==> config.mk <==
export PLATFORM = sky130hd
export DESIGN_NAME = ex_alu_stage_flat
export DESIGN_NICKNAME = d
export VERILOG_FILES = /design/src/rtl/ex_alu_stage_if.sv /design/src/rtl/ex_alu_stage.sv /design/src/flat_wrapper.sv
export SDC_FILE = /design/constraint.sdc
export NUM_CORES = 1
export LEC_CHECK = 0
export BUFFER_PORTS_ARGS = -buffer_cell sky130_fd_sc_hd__buf_2
export CORE_MARGIN = 2
export CORE_UTILIZATION = 60
export CTS_BUF_LIST = sky130_fd_sc_hd__clkbuf_8
export DETAILED_ROUTE_END_ITERATION = 8
export PLACE_DENSITY = 0.88
export SYNTH_ARGS = -nofsm -noshare
export SYNTH_HDL_FRONTEND = slang
export SYNTH_SLANG_ARGS = --single-unit
==> constraint.sdc <==
create_clock -name clk -period 8.24 [get_ports clk]
set_clock_uncertainty 0.15 [all_clocks]
set_input_delay 0.412 -clock clk [delete_from_list [all_inputs] [get_ports clk]]
set_output_delay 0.412 -clock clk [all_outputs]
set_load 0.01 [all_outputs]
==> src/rtl/ex_alu_stage_if.sv <==
// rtl/ex_alu_stage_if.sv - ID/EX-to-EX and EX-to-MEM handshake bundle for ex_alu_stage
interface ex_alu_stage_if #(
  parameter int XLEN = 32
);
  logic            in_valid;
  logic            in_ready;
  logic [3:0]      alu_ctrl;
  logic [XLEN-1:0] op_a;
  logic [XLEN-1:0] op_b;
  logic [4:0]      rd_in;

  logic            out_valid;
  logic            out_ready;
  logic [XLEN-1:0] result;
  logic            zero;
  logic [4:0]      rd_out;
  logic            illegal;

  modport master (
    output in_valid, alu_ctrl, op_a, op_b, rd_in, out_ready,
    input  in_ready, out_valid, result, zero, rd_out, illegal
  );

  modport slave (
    input  in_valid, alu_ctrl, op_a, op_b, rd_in, out_ready,
    output in_ready, out_valid, result, zero, rd_out, illegal
  );
endinterface

==> src/rtl/ex_alu_stage.sv <==
// rtl/ex_alu_stage.sv - EX-stage ALU with a single-entry EX/MEM output register
// Flush beats everything; the illegal-op counter only survives until rst.
module ex_alu_stage #(
  parameter int XLEN  = 32,
  parameter int CNT_W = 8
) (
  input  logic             clk,
  input  logic             rst,
  input  logic             flush,
  ex_alu_stage_if.slave    bus,
  output logic [CNT_W-1:0] illegal_cnt
);
  localparam int S = $clog2(XLEN);

  localparam logic [3:0] OP_ADD = 4'b0000;
  localparam logic [3:0] OP_SUB = 4'b0001;
  localparam logic [3:0] OP_AND = 4'b0010;
  localparam logic [3:0] OP_OR  = 4'b0011;
  localparam logic [3:0] OP_XOR = 4'b0100;
  localparam logic [3:0] OP_SLL = 4'b0101;
  localparam logic [3:0] OP_SRL = 4'b0110;
  localparam logic [3:0] OP_SLT = 4'b0111;
  localparam logic [3:0] OP_SRA = 4'b1000;
  localparam logic [3:0] OP_NOR = 4'b1001;

  localparam logic [CNT_W-1:0] CNT_MAX = '1;

  logic [XLEN-1:0]  alu_res;
  logic             alu_zero;
  logic             op_illegal;
  logic [S-1:0]     shamt;
  logic             accept;

  logic             out_valid_q;
  logic [XLEN-1:0]  result_q;
  logic             zero_q;
  logic [4:0]       rd_q;
  logic             illegal_q;
  logic [CNT_W-1:0] cnt_q;

  assign shamt = bus.op_b[S-1:0];

  always_comb begin
    alu_res    = '0;
    op_illegal = 1'b0;
    unique case (bus.alu_ctrl)
      OP_ADD: alu_res = bus.op_a + bus.op_b;
      OP_SUB: alu_res = bus.op_a - bus.op_b;
      OP_AND: alu_res = bus.op_a & bus.op_b;
      OP_OR:  alu_res = bus.op_a | bus.op_b;
      OP_XOR: alu_res = bus.op_a ^ bus.op_b;
      OP_SLL: alu_res = bus.op_a << shamt;
      OP_SRL: alu_res = bus.op_a >> shamt;
      OP_SRA: alu_res = $signed(bus.op_a) >>> shamt;
      OP_SLT: alu_res = {{(XLEN-1){1'b0}}, ($signed(bus.op_a) < $signed(bus.op_b))};
      OP_NOR: alu_res = ~(bus.op_a | bus.op_b);
      default: begin
        alu_res    = '0;
        op_illegal = 1'b1;
      end
    endcase
  end

  assign alu_zero = (alu_res == '0);

  // in_ready must not depend on in_valid or data, only on the output register state.
  assign bus.in_ready = !out_valid_q || bus.out_ready;
  assign accept       = bus.in_valid && bus.in_ready && !flush;

  always_ff @(posedge clk) begin
    if (rst) begin
      out_valid_q <= 1'b0;
      result_q    <= '0;
      zero_q      <= 1'b1;
      rd_q        <= '0;
      illegal_q   <= 1'b0;
      cnt_q       <= '0;
    end else begin
      if (flush) begin
        out_valid_q <= 1'b0;
      end else if (accept) begin
        out_valid_q <= 1'b1;
      end else if (bus.out_ready) begin
        out_valid_q <= 1'b0;
      end

      // Data registers hold across drain and stall; only an accepted op reloads them.
      if (accept) begin
        result_q  <= alu_res;
        zero_q    <= alu_zero;
        rd_q      <= bus.rd_in;
        illegal_q <= op_illegal;
      end

      if (accept && op_illegal && (cnt_q != CNT_MAX)) begin
        cnt_q <= cnt_q + 1'b1;
      end
    end
  end

  assign bus.out_valid = out_valid_q;
  assign bus.result    = result_q;
  assign bus.zero      = zero_q;
  assign bus.rd_out    = rd_q;
  assign bus.illegal   = illegal_q;
  assign illegal_cnt   = cnt_q;
endmodule

==> src/flat_wrapper.sv <==
// flat-port wrapper written by rule: the top's interface ports become plain ports
module ex_alu_stage_flat 
#(
  parameter int XLEN  = 32,
  parameter int CNT_W = 8
)
  (clk, rst, flush, illegal_cnt, bus_in_valid, bus_alu_ctrl, bus_op_a, bus_op_b, bus_rd_in, bus_out_ready, bus_in_ready, bus_out_valid, bus_result, bus_zero, bus_rd_out, bus_illegal);
  ex_alu_stage_if #(.XLEN(XLEN)) bus_i ();
  input  logic clk;
  input  logic rst;
  input  logic flush;
  output logic [CNT_W-1:0] illegal_cnt;
  input wire logic [$bits(bus_i.in_valid)-1:0] bus_in_valid;
  input wire logic [$bits(bus_i.alu_ctrl)-1:0] bus_alu_ctrl;
  input wire logic [$bits(bus_i.op_a)-1:0] bus_op_a;
  input wire logic [$bits(bus_i.op_b)-1:0] bus_op_b;
  input wire logic [$bits(bus_i.rd_in)-1:0] bus_rd_in;
  input wire logic [$bits(bus_i.out_ready)-1:0] bus_out_ready;
  output wire logic [$bits(bus_i.in_ready)-1:0] bus_in_ready;
  output wire logic [$bits(bus_i.out_valid)-1:0] bus_out_valid;
  output wire logic [$bits(bus_i.result)-1:0] bus_result;
  output wire logic [$bits(bus_i.zero)-1:0] bus_zero;
  output wire logic [$bits(bus_i.rd_out)-1:0] bus_rd_out;
  output wire logic [$bits(bus_i.illegal)-1:0] bus_illegal;
  assign bus_i.in_valid = bus_in_valid;
  assign bus_i.alu_ctrl = bus_alu_ctrl;
  assign bus_i.op_a = bus_op_a;
  assign bus_i.op_b = bus_op_b;
  assign bus_i.rd_in = bus_rd_in;
  assign bus_i.out_ready = bus_out_ready;
  assign bus_in_ready = bus_i.in_ready;
  assign bus_out_valid = bus_i.out_valid;
  assign bus_result = bus_i.result;
  assign bus_zero = bus_i.zero;
  assign bus_rd_out = bus_i.rd_out;
  assign bus_illegal = bus_i.illegal;
  ex_alu_stage #(.XLEN(XLEN), .CNT_W(CNT_W)) u_core (.clk(clk), .rst(rst), .flush(flush), .bus(bus_i), .illegal_cnt(illegal_cnt));
endmodule
==> metrics.csv <==
stage,metric,value,unit
status,status,completed,
yosys,synth_edf_count,0,
detailed_routing,vias,15370,
clocking,cts.reportedPaths.clkPinSlew,0.09,ns
clocking,cts_buffers,5,
setup_path,start_kind,input port,
sta,setup_violations,0,
pwr,peakVddDrop,0.09066,mV
clocking,post_cts_buffers,0,
yosys,synth_top_area_share,9.931,%
yosys,syn-num-nets,1942,
final_layout,finish.net_count,1940,
setup_path,critPathMaxFanout,37,
yosys,ys_seq_elements,48,
yosys,synth_warnings,0,
sta,rsz0062_at_grt,false,
worst_hold_path,hp-class,input port to register,
sta,min_period,6.055,ns
yosys,synthFlopType,dfxtp_1,
clocking,cts_tree,done,
sta,fin_crit_sh,73.49,%
sta,worst_pin_slew,1.206,ns
worst_hold_path,worstHoldPathCells,2,
floorplan,dieArea,0.02174,mm^2
floorplan,start_util,61.02,%
setup_path,critPathRequiredTime,8.31,ns
setup_path,reg2regPathDepth,13,
floorplan,row_count,52,
detailed_routing,drt.antenna.violating_nets,0,
placement,portBuffers,126,
yosys,synth_area_leaders,"ha_1 (9.9%), dfxtp_1 (7.8%), mux4_2 (6.4%), nor2_1 (5.8%), a21oi_1 (5.4%)",
pwr,power,1290,uW
sta,fmax,0.1651,GHz
clocking,cts_resized,0,
floorplan,io_pins,127,
detailed_routing,drcViolationCount,0,
clocking,clk_latency,0.31,ns
yosys,syn_inst,1764,
worst_hold_path,min_from,flush,
grt,grt.total_usage,49.66,%
setup_path,end_kind,register,
pwr,p_per_area,99.15,mW/mm^2
run,maxCapViolCount,0,
setup_path,cp-startpoint,bus_op_b[1],
yosys,postSynthAreaPerCell,6.999,um^2
placement,hpwl,42070,um
placement,place.gp.congestion,1.168,
clocking,cts_hold_buf,0,
sta,slew_headroom,18.58,%
sta,fin_tns_setup,0,ns
yosys,ys_types,91,
floorplan,fp.dieW,147.5,um
setup_path,r2r_slack,4.04,ns
grt,grt_pass1_wl,83470,um
floorplan,die_y,147.5,um
pwr,p_leak,0.005318,uW
final_layout,layout-drive-gt1-share,14.86,%
floorplan,core-area,0.02023,mm^2
final_layout,final.fill_count,1812,
yosys,syn_area,0.01235,mm^2
yosys,yosysTopAreaCell,ha_1,
setup_path,r2r-end,u_core.bus.zero,
detailed_routing,routed_via_density,7.558,
setup_path,worst-endpoint-arrival,6.13,ns
sta,hold_viol_final,0,
grt,grt_max_degree,71,
sta,slew_viol_final,0,
setup_path,path_class,input port to register,
clocking,clock-root-buffer,clkbuf_8,
setup_path,rr_startpoint,u_core.bus.out_valid,
sta,whs,0.1400,ns
grt,antenna_found_initial,0,
clocking,h-tree-depth,2,
detailed_routing,dr.pass1.iters,6,
worst_hold_path,whs_endpoint,u_core.bus.out_valid,
clocking,clock_sinks,48,
yosys,synthArstFlopShare,0,%
detailed_routing,drt_wl_total,56070,um
detailed_routing,drtIter0Drc,2485,
detailed_routing,wire_per_inst,27.57,um
final_layout,area_growth,5.391,%
grt,gr-total-overflow,0,
yosys,synth-seq-area-share,7.783,%
grt,grt_pass1_vias,13720,
clocking,clockBufferDepth,2,
## kinds of logic (layout without fill, tap and decap cells)
logic type / after synthesis / in the layout / share of synthesized area [%]
other: 0 / 1 / 0
buffers and inverters: 258 / 257 / 8.563
AOI/OAI and AO/OA: 573 / 573 / 31.81
xor gates and xnor gates: 24 / 24 / 1.703
and+or+nand+nor: 630 / 630 / 24.68
DFF: 48 / 48 / 7.783
adders and majority gates: 100 / 100 / 10.26
muxes: 131 / 131 / 15.21
## final cells by class
class	instances	area [um^2]	share of cell area (%)
Clock inverter	3	68.82	0.5288
Tap cell	270	337.8	2.596
Clock buffer	5	68.82	0.5288
Timing Repair Buffer	154	845.8	6.500
Antenna cell	1	2.502	0.01923
Sequential cell	48	960.9	7.385
Inverter	95	356.6	2.740
Multi-Input combinational cell	1458	10370	79.70
## synth_stat cells (7+ instances only)
cell type,n
xnor2_1,21
a221o_1,9
mux2i_1,65
or2_2,15
mux4_2,35
nor3b_1,7
o221ai_1,12
o2111ai_1,7
o311ai_0,7
o211ai_1,30
nand3_1,49
inv_1,92
mux2_2,25
a2111oi_0,12
o211a_1,8
nand2b_1,15
o31ai_1,12
dfxtp_1,48
a211o_1,10
nor4_1,21
clkbuf_1,109
nor2_1,191
a211oi_1,50
and2_1,10
nand4_1,15
buf_1,16
a22o_1,7
buf_2,32
or4_1,7
nor3_1,64
a221oi_1,16
ha_1,98
and3_1,8
a311oi_1,8
a21oi_1,132
o21a_1,12
a32oi_1,7
o21ai_0,90
nor2b_1,30
or3_1,11
nand2_1,155
a31oi_1,28
o21bai_1,9
o22ai_1,39
a22oi_1,16
## where the power goes
| group | total [uW] | leakage [uW] | internal [uW] | switching (uW) |
|---|---|---|---|---|
| clock | 206 | 0.0000688 | 122 | 84.3 |
| sequential | 251 | 0.000393 | 245 | 6.45 |
| combinational | 832 | 0.00486 | 284 | 549 |
| total | 1290 | 0.00532 | 651 | 639 |
## flip-flops by register name, indices dropped and copies added (netlist names)
signal                count
u_core.bus.result        32
u_core.illegal_cnt        8
u_core.bus.rd_out         5
u_core.bus.illegal        1
u_core.bus.out_valid      1
u_core.bus.zero           1
## metal layers
metal | track usage, % | wire length (um) | vias to the layer above
li1 | - | - | 6643
met1 | 66.88 | 20260 | 7012
met2 | 70.96 | 22620 | 1422
met3 | 14.54 | 9091 | 296
met4 | 27.93 | 4105 | 0
met5 | 0 | 0 | -
## worst max-delay path by stage
stage | to | slack (ns)
after CTS | u_core.bus.zero | 2.37
after floorplan | u_core.bus.zero | 2.65
after global placement | u_core.bus.zero | 2.11
after global routing | u_core.bus.zero | 2.06
final | u_core.bus.zero | 2.18
after detailed placement | u_core.bus.zero | 2.06
## through the flow
step | cells | setup slack (ns) | utilization (%) | cell area [um^2]
6_report | 2034 | 2.185 | 64.31 | 13010
4_1_cts | 2033 | 2.373 | 64.30 | 13010
3_3_place_gp | 2025 | 2.106 | 63.62 | 12870
5_1_grt | 2033 | 2.059 | 64.30 | 13010
3_5_place_dp | 2025 | 2.063 | 63.62 | 12870
2_1_floorplan | 1764 | 2.646 | - | 12350
## placed cells by master, fill, tap and decap left out, types with 35 or more instances in the layout
cell type    n
inv_1       92
o22ai_1     39
buf_2      124
o21ai_0     90
nor3_1      64
nor2_1     191
mux2i_1     65
a21oi_1    132
nand3_1     49
a211oi_1    50
ha_1        98
dfxtp_1     48
nand2_1    155
mux4_2      35
## critical path, stage by stage
cell and delay [ns]:
buf_2 0.66, clkinv_1 0.16, buf_4 0.34, ha_1 0.40, o21bai_1 0.29, nand3_1 0.23
and2_1 0.25, o311a_1 0.35, a221o_1 0.30, a211oi_1 0.50, nand4_1 0.21, or4b_1 0.61
or4_1 0.59, or4_1 0.54, o41ai_2 0.28
Note: power is estimated with default switching activity, not from simulation.
